`config.mk`:
```
export PLATFORM = sky130hd
export DESIGN_NAME = mesm6_busctl
export DESIGN_NICKNAME = d
export VERILOG_FILES = /design/src/rtl/mesm6_busctl.sv
export SDC_FILE = /design/constraint.sdc
export NUM_CORES = 1
export LEC_CHECK = 0
export CORE_AREA = 2 2 195 197
export DETAILED_ROUTE_END_ITERATION = 10
export DIE_AREA = 0 0 197 199
export PLACE_DENSITY_LB_ADDON = 0.25
export SETUP_SLACK_MARGIN = 0.4
export SYNTH_ARGS = -nofsm -noshare
export SYNTH_HDL_FRONTEND = slang
export SYNTH_SLANG_ARGS = --single-unit
```
`constraint.sdc`:
```
create_clock -name clk -period 13.15 [get_ports clk]
set_clock_uncertainty 0.05 [all_clocks]
set_input_delay 1.315 -clock clk [delete_from_list [all_inputs] [get_ports clk]]
set_output_delay 1.315 -clock clk [all_outputs]
set_load 0.01 [all_outputs]
```
`src/rtl/mesm6_busctl.sv`:
```
// rtl/mesm6_busctl.sv - registered CPU data-port bus controller for RAM and memory-mapped devices
module mesm6_busctl #(
  parameter int DATA_W  = 48,
  parameter int NDEV    = 3,
  parameter int TIMEOUT = 255
) (
  input  logic                   clk,
  input  logic                   reset,
  input  logic [14:0]            cpu_addr,
  input  logic                   cpu_read,
  input  logic                   cpu_write,
  input  logic [DATA_W-1:0]      cpu_wdata,
  output logic [DATA_W-1:0]      cpu_rdata,
  output logic                   cpu_done,
  output logic                   cpu_error,
  output logic [14:0]            mem_addr,
  output logic                   mem_read,
  output logic                   mem_write,
  output logic [DATA_W-1:0]      mem_wdata,
  input  logic [DATA_W-1:0]      mem_rdata,
  input  logic                   mem_done,
  output logic [14:0]            dev_addr,
  output logic [DATA_W-1:0]      dev_wdata,
  output logic [NDEV-1:0]        dev_read,
  output logic [NDEV-1:0]        dev_write,
  input  logic [NDEV*DATA_W-1:0] dev_rdata,
  input  logic [NDEV-1:0]        dev_done,
  input  logic [NDEV-1:0]        dev_int,
  output logic [47:0]            pic_irq
);

  typedef enum logic [1:0] {S_IDLE, S_REQ, S_WAIT, S_RESP} state_t;

  localparam logic [15:0] TMO = 16'(TIMEOUT);

  state_t              state;
  logic [15:0]         cnt;
  logic [14:0]         addr_q;
  logic [DATA_W-1:0]   wdata_q;
  logic                op_read;
  logic                sel_ram;
  logic [NDEV-1:0]     sel_dev;

  logic                dec_ram;
  logic [NDEV-1:0]     dec_dev;
  logic                tgt_done;
  logic [DATA_W-1:0]   tgt_rdata;

  // Latched address and write data are shared by RAM and all devices
  assign mem_addr  = addr_q;
  assign dev_addr  = addr_q;
  assign mem_wdata = wdata_q;
  assign dev_wdata = wdata_q;

  // Decode the address being latched: RAM outside page 0o77, devices count down from 0o77770
  always_comb begin
    dec_ram = (cpu_addr[14:9] != 6'o77);
    dec_dev = '0;
    for (int i = 0; i < NDEV; i++) begin
      if (!dec_ram && cpu_addr[14:3] == 12'(4095 - i))
        dec_dev[i] = 1'b1;
    end
  end

  // Only the selected target's done and read data are ever looked at
  always_comb begin
    tgt_done  = sel_ram ? mem_done : |(dev_done & sel_dev);
    tgt_rdata = mem_rdata;
    for (int i = 0; i < NDEV; i++) begin
      if (sel_dev[i])
        tgt_rdata = dev_rdata[i*DATA_W +: DATA_W];
    end
  end

  // Transaction FSM: latch, strobe once, wait for done or timeout, respond for one cycle
  always_ff @(posedge clk or posedge reset) begin
    if (reset) begin
      state     <= S_IDLE;
      cnt       <= '0;
      addr_q    <= '0;
      wdata_q   <= '0;
      op_read   <= 1'b0;
      sel_ram   <= 1'b0;
      sel_dev   <= '0;
      mem_read  <= 1'b0;
      mem_write <= 1'b0;
      dev_read  <= '0;
      dev_write <= '0;
      cpu_done  <= 1'b0;
      cpu_error <= 1'b0;
      cpu_rdata <= '0;
    end else begin
      mem_read  <= 1'b0;
      mem_write <= 1'b0;
      dev_read  <= '0;
      dev_write <= '0;
      cpu_done  <= 1'b0;
      case (state)
        S_IDLE: begin
          if (cpu_read || cpu_write) begin
            addr_q  <= cpu_addr;
            wdata_q <= cpu_wdata;
            op_read <= cpu_read;
            sel_ram <= dec_ram;
            sel_dev <= dec_dev;
            if ((cpu_read ^ cpu_write) && (dec_ram || (|dec_dev))) begin
              state     <= S_REQ;
              mem_read  <= cpu_read & dec_ram;
              mem_write <= cpu_write & dec_ram;
              dev_read  <= cpu_read ? dec_dev : '0;
              dev_write <= cpu_write ? dec_dev : '0;
            end else begin
              // Unmapped or ambiguous request: answer at once with no strobe
              state     <= S_RESP;
              cpu_done  <= 1'b1;
              cpu_error <= 1'b1;
              cpu_rdata <= '0;
            end
          end
        end
        S_REQ: begin
          cnt <= '0;
          if (tgt_done) begin
            state     <= S_RESP;
            cpu_done  <= 1'b1;
            cpu_error <= 1'b0;
            cpu_rdata <= op_read ? tgt_rdata : '0;
          end else begin
            state <= S_WAIT;
          end
        end
        S_WAIT: begin
          if (tgt_done) begin
            state     <= S_RESP;
            cpu_done  <= 1'b1;
            cpu_error <= 1'b0;
            cpu_rdata <= op_read ? tgt_rdata : '0;
          end else if (cnt + 16'd1 == TMO) begin
            state     <= S_RESP;
            cpu_done  <= 1'b1;
            cpu_error <= 1'b1;
            cpu_rdata <= '0;
          end else begin
            cnt <= cnt + 16'd1;
          end
        end
        S_RESP: begin
          state     <= S_IDLE;
          cpu_error <= 1'b0;
        end
        default: state <= S_IDLE;
      endcase
    end
  end

  // Interrupt lines are registered straight onto the low bits of the PIC request bus
  always_ff @(posedge clk or posedge reset) begin
    if (reset) begin
      pic_irq <= '0;
    end else begin
      pic_irq <= '0;
      pic_irq[NDEV-1:0] <= dev_int;
    end
  end

endmodule

```
==> tab_implementation.tex, run 1 <==
\begin{tabular}{lr}
\hline
Metric & Value \\
\hline
\multicolumn{2}{l}{\textbf{Status}} \\
Run status & completed \\
\multicolumn{2}{l}{\textbf{Worst setup path}} \\
Arrival @ worst endpoint & 3.93 ns \\
Nature of the critical path startpoint & primary input \\
Data required, critical path & 13.39 ns \\
Reg-to-reg startpoint & cnt[0] \\
CP Max Fanout & 48 \\
Critical path launch point & dev\_done[0] \\
Start-to-end type of the worst setup path & in2reg \\
Critical path endpoint category & flip-flop \\
\multicolumn{2}{l}{\textbf{Routing}} \\
WL final & 33.71 mm \\
Number of search-and-repair iterations in the first detailed-routing pass & 5 \\
Routed vias & 7998 \\
DRC violation count after routing & 0 \\
Remaining antenna violation count & 0 \\
Drt initial violations & 294 \\
Wire length per cell after detailed routing & 18.35 um \\
Average via count per standard cell & 4.354 \\
\multicolumn{2}{l}{\textbf{Floorplan}} \\
Initial Utilization & 0.2292 \\
I/O pin count & 498 \\
Chip Width & 197 um \\
Die Y-Extent & 199 um \\
Area of the core region & 37130 um2 \\
Cell row count & 71 \\
Full die area & 39200 um2 \\
\multicolumn{2}{l}{\textbf{Logic synthesis}} \\
Post-synth EDFFs & 0 \\
Flops \& latches, synth & 147 \\
Fraction of registers with async set/reset & 1.000 \\
Sequential element share of the synthesized area & 0.4322 \\
Distinct cell type count after synthesis & 51 \\
Mean Syn Cell Area & 8.555 um2 \\
Top\_reg\_cell synth & sky130\_fd\_sc\_hd\_\_dfrtp\_1 \\
Gate Count Post-Synth & 995 \\
Synth Warn \# & 0 \\
Netlist area before placement & 8512 um2 \\
\multicolumn{2}{l}{\textbf{Timing}} \\
Worst hold margin & 0.4349 ns \\
Fmax achieved & 271.0 MHz \\
Final worst path period share & 0.2806 \\
Max-Slew Margin vs Limit & 0.2316 \\
Setup repair after global routing missed its margin & false \\
Slew @ Worst Pin & 1.148 ns \\
Post-route minimum period & 3.690 ns \\
Sum Neg Setup Slack & 0 ns \\
Final number of max-transition violations & 0 \\
Final count of negative-setup-slack endpoints & 0 \\
Final Hold Fails & 0 \\
\multicolumn{2}{l}{\textbf{Clocking}} \\
Buffers inserted by post-CTS timing repair & 0 \\
Worst-path clk slew & 0.06 ns \\
Number of clock buffers inserted by TritonCTS & 17 \\
Maximum root-to-sink buffer count & 2 \\
Later-pin clock latency in the skew report & 0.43 ns \\
Number of instances resized during post-cts repair & 0 \\
Clock root buffer & sky130\_fd\_sc\_hd\_\_clkbuf\_16 \\
Clock tree from TritonCTS & done \\
Sink Count & 147 \\
Post-CTS Hold Fix Bufs & 0 \\
H-Tree Level Count & 4 \\
\multicolumn{2}{l}{\textbf{Global routing}} \\
Remaining global-route overflow & 0 \\
First-pass GRT wire length & 48.88 mm \\
Total routing resource utilization after global routing & 0.1670 \\
Pin count of the biggest net entering global routing & 81 \\
Vias in the first global route & 7931 \\
Initial antenna violation count & 4 \\
\multicolumn{2}{l}{\textbf{Cells and area}} \\
Most common library cell in the layout ignoring fill and taps & sky130\_fd\_sc\_hd\_\_clkdlybuf4s50\_1 \\
Post-Route Utilization & 0.3619 \\
Ratio of cells with drive above 1 in the final layout & 0.04996 \\
Area growth from synthesis to final layout & 57.87\% \\
Post-layout net count & 1622 \\
Commonest cells after routing, fill and taps aside & 452 x sky130\_fd\_sc\_hd\_\_clkdlybuf4s50\_1, 220 x sky130\_fd\_sc\_hd\_\_nand2\_1, 144 x sky130\_fd\_sc\_hd\_\_dfrtp\_1 \\
\multicolumn{2}{l}{\textbf{Power}} \\
Total power density per cell area & 194.2 nW/um2 \\
Leak Pwr & 5.660 nW \\
IR drop worst, VDD & 0.1449 mV \\
Power, Total & 2.610 mW \\
\multicolumn{2}{l}{\textbf{Placement}} \\
Weighted congestion at the end of routability-driven global placement & 0.8210 \\
Half-perimeter wire length after detailed placement & 25.60 mm \\
Port bufs & 452 \\
\multicolumn{2}{l}{\textbf{Min path}} \\
HP Start & cpu\_rdata[44] \\
Worst min-delay path class & reg2reg \\
\multicolumn{2}{l}{\textbf{Run}} \\
Max\_cap viols & 0 \\
\hline
\end{tabular}
## layout make-up
cell class                 count  area [um2]
sequential                   147        3682
clock inverter                11       152.6
inverter                      13       53.80
tap                          474       593.1
antenna                        2       5.005
fill                        3815       23700
multi-input combinational    705        3876
timing repair buffer         464        4614
clock buffer                  21       460.4
## power breakdown
part | switching [mW] | internal, mW
Clock | 0.205 | 0.310
Sequential | 0.184 | 0.642
Combinational | 0.598 | 0.671
Total | 0.987 | 1.62
## metrics by stage
| stage | instance area [um2] | instances | setup WS (ns) |
|---|---|---|---|
| 4_1_cts | 13430 | 1835 | 9.489 |
| 6_report | 13440 | 1837 | 9.460 |
| 3_5_place_dp | 12820 | 1803 | 9.004 |
| 5_1_grt | 13430 | 1835 | 9.346 |
| 2_1_floorplan | 8677 | 1039 | 7.834 |
| 3_3_place_gp | 12820 | 1803 | 8.971 |
## worst max-delay path, cell delays in order
cell and delay (ns):
sky130_fd_sc_hd__clkdlybuf4s50_1 0.40, sky130_fd_sc_hd__a222oi_1 0.48, sky130_fd_sc_hd__inv_1 0.13, sky130_fd_sc_hd__mux2_2 0.39, sky130_fd_sc_hd__o221a_2 0.35, sky130_fd_sc_hd__nand4b_1 0.10
sky130_fd_sc_hd__buf_4 0.51, sky130_fd_sc_hd__o2bb2ai_1 0.17
## synthesized netlist by cell type, types with 11 or more instances
library cell	number	area [um2]
sky130_fd_sc_hd__nor2_1	119	446.7
sky130_fd_sc_hd__buf_2	11	55.05
sky130_fd_sc_hd__mux2i_1	52	520.5
sky130_fd_sc_hd__nand2_1	220	825.8
sky130_fd_sc_hd__clkbuf_1	46	172.7
sky130_fd_sc_hd__dfrtp_1	147	3679
sky130_fd_sc_hd__inv_1	13	48.80
sky130_fd_sc_hd__nand3_1	12	60.06
sky130_fd_sc_hd__a21oi_1	103	515.5
sky130_fd_sc_hd__o2bb2ai_1	38	332.8
sky130_fd_sc_hd__buf_4	108	810.8
sky130_fd_sc_hd__o21ai_0	26	130.1
## per-layer routing
metal,GRT usage,vias to the layer above,part of all wire
met5,0,-,0.00086
met1,0.1960,3742,0.41
met2,0.2926,330,0.49
met4,0.04344,4,0.016
li1,-,3896,-
met3,0.05493,26,0.081
## path summary, 6_finish.rpt
kind | endpoint | slack (ns) | depth (start not counted)
worst max-delay path | cpu_rdata[45] | 9.46 | 8
worst min-delay path | cpu_rdata[44] | 0.43 | 1
worst max register to register | cpu_rdata[19] | 9.92 | 9
worst min register to register | cpu_rdata[44] | 0.43 | 1
max in group asynchronous | sel_dev[0] | 10.29 | 3
min in group asynchronous | dev_addr[9] | 1.31 | 2
## state kept, by name, indices dropped and copies added, names as in the netlist, 2 cells and up
signal	count
cpu_rdata	48
dev_wdata	48
cnt	16
dev_addr	15
dev_read	3
dev_write	3
pic_irq	3
sel_dev	3
state	2
## kinds of logic after synthesis
family | count (synthesis) | share of synthesized area
AO/OA/AOI/OAI | 197 | 0.1548
XOR/XNOR | 16 | 0.01646
adder cells (fa/ha/maj) | 8 | 0.01176
buffers and inverters | 187 | 0.1344
flip-flops | 147 | 0.4322
multiplexers | 54 | 0.06380
other | 1 | 0.0004406
AND/OR/NAND/NOR | 385 | 0.1862
Power figures use the tool's default switching activity.
==> run 2: changes to the inputs <==
==> constraint.sdc (replaced) <==
create_clock -name clk -period 3.2 [get_ports clk]
set_clock_uncertainty 0.05 [all_clocks]
set_input_delay 0.32 -clock clk [delete_from_list [all_inputs] [get_ports clk]]
set_output_delay 0.32 -clock clk [all_outputs]
set_load 0.01 [all_outputs]
==> tab_implementation.tex, run 2 (synthesis results as in run 1) <==
\begin{tabular}{lr}
\hline
Metric & Value \\
\hline
\multicolumn{2}{l}{\textbf{Global routing}} \\
Remaining global-route overflow & 0 \\
Pin count of the biggest net entering global routing & 105 \\
Initial antenna violation count & 3 \\
First-pass GRT wire length & 49.16 mm \\
Vias in the first global route & 7925 \\
Total routing resource utilization after global routing & 0.1671 \\
\multicolumn{2}{l}{\textbf{Routing}} \\
Remaining antenna violation count & 0 \\
DRC violation count after routing & 0 \\
Wire length per cell after detailed routing & 18.68 um \\
Drt initial violations & 381 \\
Number of search-and-repair iterations in the first detailed-routing pass & 4 \\
Average via count per standard cell & 4.358 \\
Routed vias & 8089 \\
WL final & 34.67 mm \\
\multicolumn{2}{l}{\textbf{Floorplan}} \\
Full die area & 39200 um2 \\
Chip Width & 197 um \\
I/O pin count & 498 \\
Die Y-Extent & 199 um \\
Area of the core region & 37130 um2 \\
Initial Utilization & 0.2292 \\
Cell row count & 71 \\
\multicolumn{2}{l}{\textbf{Timing}} \\
Slew @ Worst Pin & 0.6445 ns \\
Sum Neg Setup Slack & 0 ns \\
Final Hold Fails & 0 \\
Max-Slew Margin vs Limit & 0.5704 \\
Final count of negative-setup-slack endpoints & 0 \\
Setup repair after global routing missed its margin & false \\
Final worst path period share & 0.8465 \\
Fmax achieved & 369.2 MHz \\
Final number of max-transition violations & 0 \\
Post-route minimum period & 2.709 ns \\
\multicolumn{2}{l}{\textbf{Worst setup path}} \\
Critical path endpoint category & flip-flop \\
Data required, critical path & 3.45 ns \\
R2R setup slack & 0.49 ns \\
Arrival @ worst endpoint & 2.96 ns \\
CP Max Fanout & 8 \\
Reg-to-reg startpoint & cnt[4] \\
Critical path launch point & cnt[4] \\
Nature of the critical path startpoint & flip-flop \\
Start-to-end type of the worst setup path & reg2reg \\
\multicolumn{2}{l}{\textbf{Status}} \\
Run status & completed \\
\multicolumn{2}{l}{\textbf{Power}} \\
Pint & 6.765 mW \\
Leak Pwr & 5.805 nW \\
IR drop worst, VDD & 0.4159 mV \\
Comb power frac & 0.512 \\
Portion of total power attributed to sequential cells & 0.304 \\
Net Sw Power & 4.342 mW \\
Clock power frac & 0.184 \\
Total power density per cell area & 809.1 nW/um2 \\
Share of total power consumed by net switching & 0.3909 \\
\multicolumn{2}{l}{\textbf{Clocking}} \\
Clock root buffer & sky130\_fd\_sc\_hd\_\_clkbuf\_16 \\
Worst-path clk slew & 0.08 ns \\
H-Tree Level Count & 4 \\
Clock tree from TritonCTS & done \\
Later-pin clock latency in the skew report & 0.43 ns \\
Post-CTS Hold Fix Bufs & 0 \\
Maximum root-to-sink buffer count & 2 \\
Number of clock buffers inserted by TritonCTS & 17 \\
Sink Count & 147 \\
\multicolumn{2}{l}{\textbf{Cells and area}} \\
Most common library cell in the layout ignoring fill and taps & sky130\_fd\_sc\_hd\_\_clkdlybuf4s50\_1 \\
Final cell count without fillers & 1856 \\
Commonest cells after routing, fill and taps aside & 452 x sky130\_fd\_sc\_hd\_\_clkdlybuf4s50\_1, 220 x sky130\_fd\_sc\_hd\_\_nand2\_1, 142 x sky130\_fd\_sc\_hd\_\_dfrtp\_1 \\
Number of inserted diodes & 0 \\
Ratio of cells with drive above 1 in the final layout & 0.07091 \\
Post-layout net count & 1643 \\
Area growth from synthesis to final layout & 61.27\% \\
\multicolumn{2}{l}{\textbf{Placement}} \\
Number of placed instances with taps included & 1815 \\
Half-perimeter wire length after detailed placement & 26.45 mm \\
Port bufs & 452 \\
Weighted congestion at the end of routability-driven global placement & 0.8328 \\
\multicolumn{2}{l}{\textbf{Min path}} \\
Worst min-delay path class & in2reg \\
HP Start & dev\_int[1] \\
\multicolumn{2}{l}{\textbf{Run}} \\
Max\_cap viols & 0 \\
\hline
\end{tabular}
run 2: cell count changes in the layout (fill, tap and decap cells not counted), moves of 3 or more:
cell                        delta
sky130_fd_sc_hd__buf_4        +11
sky130_fd_sc_hd__clkinv_8      +7
sky130_fd_sc_hd__buf_12        +5
sky130_fd_sc_hd__bufinv_16     -3
run 2: final cells by class:
| type | instances | area, um2 |
|---|---|---|
| repair buffers | 485 | 4875 |
| inverters | 13 | 52.55 |
| clock inverters | 15 | 188.9 |
| fillers | 3816 | 23410 |
| flip-flops and latches | 147 | 3685 |
| well taps | 474 | 593.1 |
| multi-input cells | 705 | 3908 |
| clock buffers | 17 | 425.4 |
run 2: per-stage QoR:
step	hold slack (ns)	total power [mW]	worst slack (ns)	util	area (um2)
final	0.2728	11.11	0.4914	0.3697	13730
after detailed placement	0.4229	8.856	0.4040	0.3493	12970
after global placement	0.4215	8.824	0.4933	0.3493	12970
after global routing	0.2418	11.82	0.4008	0.3697	13730
after CTS	0.2460	11.00	0.4635	0.3659	13590
after floorplan	0.3014	6.080	0.7032	-	8681
run 2: layer usage:
layer,wire [um],GRT usage,share of wire,vias up
li1,-,-,-,3936
met1,14430,0.2056,0.42,3759
met2,16760,0.2820,0.48,363
met3,2874,0.05510,0.083,29
met4,598,0.04149,0.017,2
met5,12,0,0.00035,-
run 2: path summary, 6_finish.rpt:
kind,endpoint,cells after the start
max in group asynchronous,sel_dev[2],3
max reg2reg,cpu_rdata[19],8
max,cpu_rdata[19],8
min,pic_irq[1],1
min in group asynchronous,dev_wdata[12],3
min reg2reg,cpu_rdata[3],1
run 2: worst max-delay path: stages (launching register included):
cell	delay (ns)
sky130_fd_sc_hd__dfrtp_1	0.46
sky130_fd_sc_hd__nand4_4	0.19
sky130_fd_sc_hd__or4_4	0.55
sky130_fd_sc_hd__a22oi_2	0.26
sky130_fd_sc_hd__nand4_4	0.15
sky130_fd_sc_hd__o21ai_4	0.27
sky130_fd_sc_hd__o221ai_4	0.25
sky130_fd_sc_hd__clkbuf_16	0.27
sky130_fd_sc_hd__o2bb2ai_1	0.12
run 2: timing repair:
action	in CTS	in global routing
endpoints found under the setup margin	2	48
setup buffers	0	5
endpoints found under the hold margin	0	0
gates cloned	0	4
pin swaps	0	5
resized for setup	1	8
run 2: power groups by stage:
stage	Combinational, mW	Clock [mW]	Sequential, mW
floorplan	2.60	0	3.48
global placement	5.42	0	3.40
detailed placement	5.48	0	3.37
CTS	5.49	2.13	3.38
global route	6.12	2.21	3.49
finish	5.69	2.05	3.38
==> run 3: changes to the inputs <==
--- a/config.mk
+++ b/config.mk
@@ -5,9 +5,9 @@
 export SDC_FILE = /design/constraint.sdc
 export NUM_CORES = 1
 export LEC_CHECK = 0
-export CORE_AREA = 2 2 195 197
+export CORE_AREA = 2 2 196 198
 export DETAILED_ROUTE_END_ITERATION = 10
-export DIE_AREA = 0 0 197 199
+export DIE_AREA = 0 0 198 200
 export PLACE_DENSITY_LB_ADDON = 0.25
 export SETUP_SLACK_MARGIN = 0.4
 export SYNTH_ARGS = -nofsm -noshare
==> constraint.sdc (replaced) <==
create_clock -name clk -period 2.5 [get_ports clk]
set_clock_uncertainty 0.05 [all_clocks]
set_input_delay 0.25 -clock clk [delete_from_list [all_inputs] [get_ports clk]]
set_output_delay 0.25 -clock clk [all_outputs]
set_load 0.01 [all_outputs]
==> tab_implementation.tex, run 3 (synthesis results as in run 1) <==
\begin{tabular}{lr}
\hline
Metric & Value \\
\hline
\multicolumn{2}{l}{\textbf{Placement}} \\
Port bufs & 452 \\
Post-place setup slack & -0.4477 ns \\
Number of placed instances with taps included & 1895 \\
Weighted congestion at the end of routability-driven global placement & 0.7887 \\
Half-perimeter wire length after detailed placement & 26.87 mm \\
Dpl cell area & 13390 um2 \\
\multicolumn{2}{l}{\textbf{Routing}} \\
Number of search-and-repair iterations in the first detailed-routing pass & 4 \\
Wire length per cell after detailed routing & 18.79 um \\
Top layer reached by signal wires & met4 \\
Routed wl met3 & 3.094 mm \\
Routed vias & 8406 \\
Drt initial violations & 279 \\
Met1 Wirelength & 14.72 mm \\
Met2 WL & 18.42 mm \\
DRC violation count after routing & 0 \\
WL final & 36.72 mm \\
Remaining antenna violation count & 0 \\
Average via count per standard cell & 4.302 \\
\multicolumn{2}{l}{\textbf{Cells and area}} \\
Ratio of cells with drive above 1 in the final layout & 0.1483 \\
Most common library cell in the layout ignoring fill and taps & sky130\_fd\_sc\_hd\_\_clkdlybuf4s50\_1 \\
Post-Route Utilization & 0.4013 \\
Area growth from synthesis to final layout & 76.30\% \\
Final design instance area without fill & 15010 um2 \\
Post-layout net count & 1704 \\
Commonest cells after routing, fill and taps aside & 452 x sky130\_fd\_sc\_hd\_\_clkdlybuf4s50\_1, 217 x sky130\_fd\_sc\_hd\_\_nand2\_1, 142 x sky130\_fd\_sc\_hd\_\_dfrtp\_1 \\
Number of inserted diodes & 0 \\
Final cell count without fillers & 1954 \\
\multicolumn{2}{l}{\textbf{Global routing}} \\
Vias in the first global route & 8291 \\
Remaining global-route overflow & 0 \\
Total routing resource utilization after global routing & 0.1736 \\
Pin count of the biggest net entering global routing & 78 \\
First-pass GRT wire length & 51.23 mm \\
Initial antenna violation count & 1 \\
\multicolumn{2}{l}{\textbf{Status}} \\
Violated checks & setup timing \\
Run status & finished, violations left \\
\multicolumn{2}{l}{\textbf{Timing}} \\
Final Hold Fails & 0 \\
Slew @ Worst Pin & 0.9559 ns \\
Final worst path period share & 1.007 \\
Sum Neg Setup Slack & -0.08488 ns \\
Setup repair after global routing missed its margin & true \\
Post-route minimum period & 2.519 ns \\
Fmax achieved & 397.0 MHz \\
Least setup slack across all paths after layout & -0.01864 ns \\
Final number of max-transition violations & 0 \\
Final count of negative-setup-slack endpoints & 13 \\
Max-Slew Margin vs Limit & 0.3627 \\
\multicolumn{2}{l}{\textbf{Clocking}} \\
Later-pin clock latency in the skew report & 0.43 ns \\
Clock tree from TritonCTS & done \\
Worst-path clk slew & 0.08 ns \\
Post-CTS Hold Fix Bufs & 0 \\
H-Tree Level Count & 4 \\
Number of clock buffers inserted by TritonCTS & 17 \\
Maximum root-to-sink buffer count & 2 \\
Clock root buffer & sky130\_fd\_sc\_hd\_\_clkbuf\_16 \\
Sink Count & 147 \\
\multicolumn{2}{l}{\textbf{Worst setup path}} \\
Slowest cell on the critical path & sky130\_fd\_sc\_hd\_\_dfrtp\_2 \\
Arrival @ worst endpoint & 2.79 ns \\
Nature of the critical path startpoint & flip-flop \\
Data required, critical path & 2.77 ns \\
Cell chain of the critical path & a222oi\_1 -> buf\_4 -> inv\_2 -> mux2\_4 -> o221a\_4 -> nand4b\_1 -> buf\_6 -> buf\_8 -> clkbuf\_16 -> o2bb2ai\_1 \\
CP Max Fanout & 6 \\
Critical path endpoint category & flip-flop \\
Worst path max stage delay & 0.49 ns \\
Start-to-end type of the worst setup path & reg2reg \\
\multicolumn{2}{l}{\textbf{Power}} \\
Total power density per cell area & 1037 nW/um2 \\
IR drop worst, VDD & 0.5900 mV \\
Leak Pwr & 6.349 nW \\
\multicolumn{2}{l}{\textbf{Run}} \\
Max\_cap viols & 0 \\
\multicolumn{2}{l}{\textbf{Floorplan}} \\
I/O pin count & 498 \\
Chip Width & 198 um \\
Area of the core region & 37400 um2 \\
Die Y-Extent & 200 um \\
Cell row count & 71 \\
Full die area & 39600 um2 \\
Initial Utilization & 0.2276 \\
\multicolumn{2}{l}{\textbf{Min path}} \\
Worst min-delay path class & in2reg \\
\hline
\end{tabular}
run 3: changes by cell type in the layout (fill, tap and decap cells not counted), sizes merged:
cell,change
inv,+4
clkinv,-5
clkbuf,+1
buf,+60
clkinvlp,+1
run 3: worst paths after layout:
path                       cells past startpoint     startpoint       endpoint  slack, ns
hold / removal                                 1     dev_int[0]     pic_irq[0]       0.20
setup / recovery                              10     sel_dev[1]  cpu_rdata[10]      -0.02
setup reg to reg                              10     sel_dev[1]  cpu_rdata[10]      -0.02
hold reg to reg                                1  cpu_rdata[22]  cpu_rdata[22]       0.44
min in group asynchronous                      3          reset  dev_wdata[26]       0.23
max in group asynchronous                      3          reset     sel_dev[1]       1.76
run 3: what timing repair did:
item / 4_1_cts / 5_1_grt
endpoints found under the setup margin: 68 / 120
gates resized for setup: 68 / 60
pin swaps: 30 / 53
setup buffers: 12 / 7
gates cloned: 5 / 3
run 3: area by class of cell:
cell class | count | area (um2)
Clock buffer | 17 | 425.4
Fill cell | 3722 | 22390
Inverter | 13 | 52.55
Clock inverter | 15 | 165.2
Multi-Input combinational cell | 705 | 4462
Sequential cell | 147 | 3685
Timing Repair Buffer | 546 | 5578
Tap cell | 511 | 639.4
run 3: where the power goes:
group          switching, mW  leakage, nW  internal [mW]
combinational           3.87         4.16           4.71
clock                   1.28        0.287           1.35
sequential             0.991         1.91           3.38
run 3: metal layers:
metal / track usage / up-vias
li1: - / 4064
met1: 0.2096 / 3950
met2: 0.3039 / 367
met3: 0.05108 / 25
met4: 0.04233 / 0
met5: 0 / -
run 3: through the flow:
| step | hold slack, ns | power, mW |
|---|---|---|
| after floorplan | 0.2314 | 7.875 |
| after global placement | 0.4218 | 11.69 |
| after detailed placement | 0.4256 | 11.73 |
| after CTS | 0.1804 | 15.12 |
| after global routing | 0.1767 | 16.50 |
| final | 0.2019 | 15.57 |
run 3: worst max-delay path, delay by kind of cell (launching register included):
kind | cells | cell delay, ns
AO/OA/AOI/OAI | 3 | 0.75
buffers and inverters | 5 | 0.70
flip-flops | 1 | 0.49
multiplexers | 1 | 0.29
AND/OR/NAND/NOR | 1 | 0.13
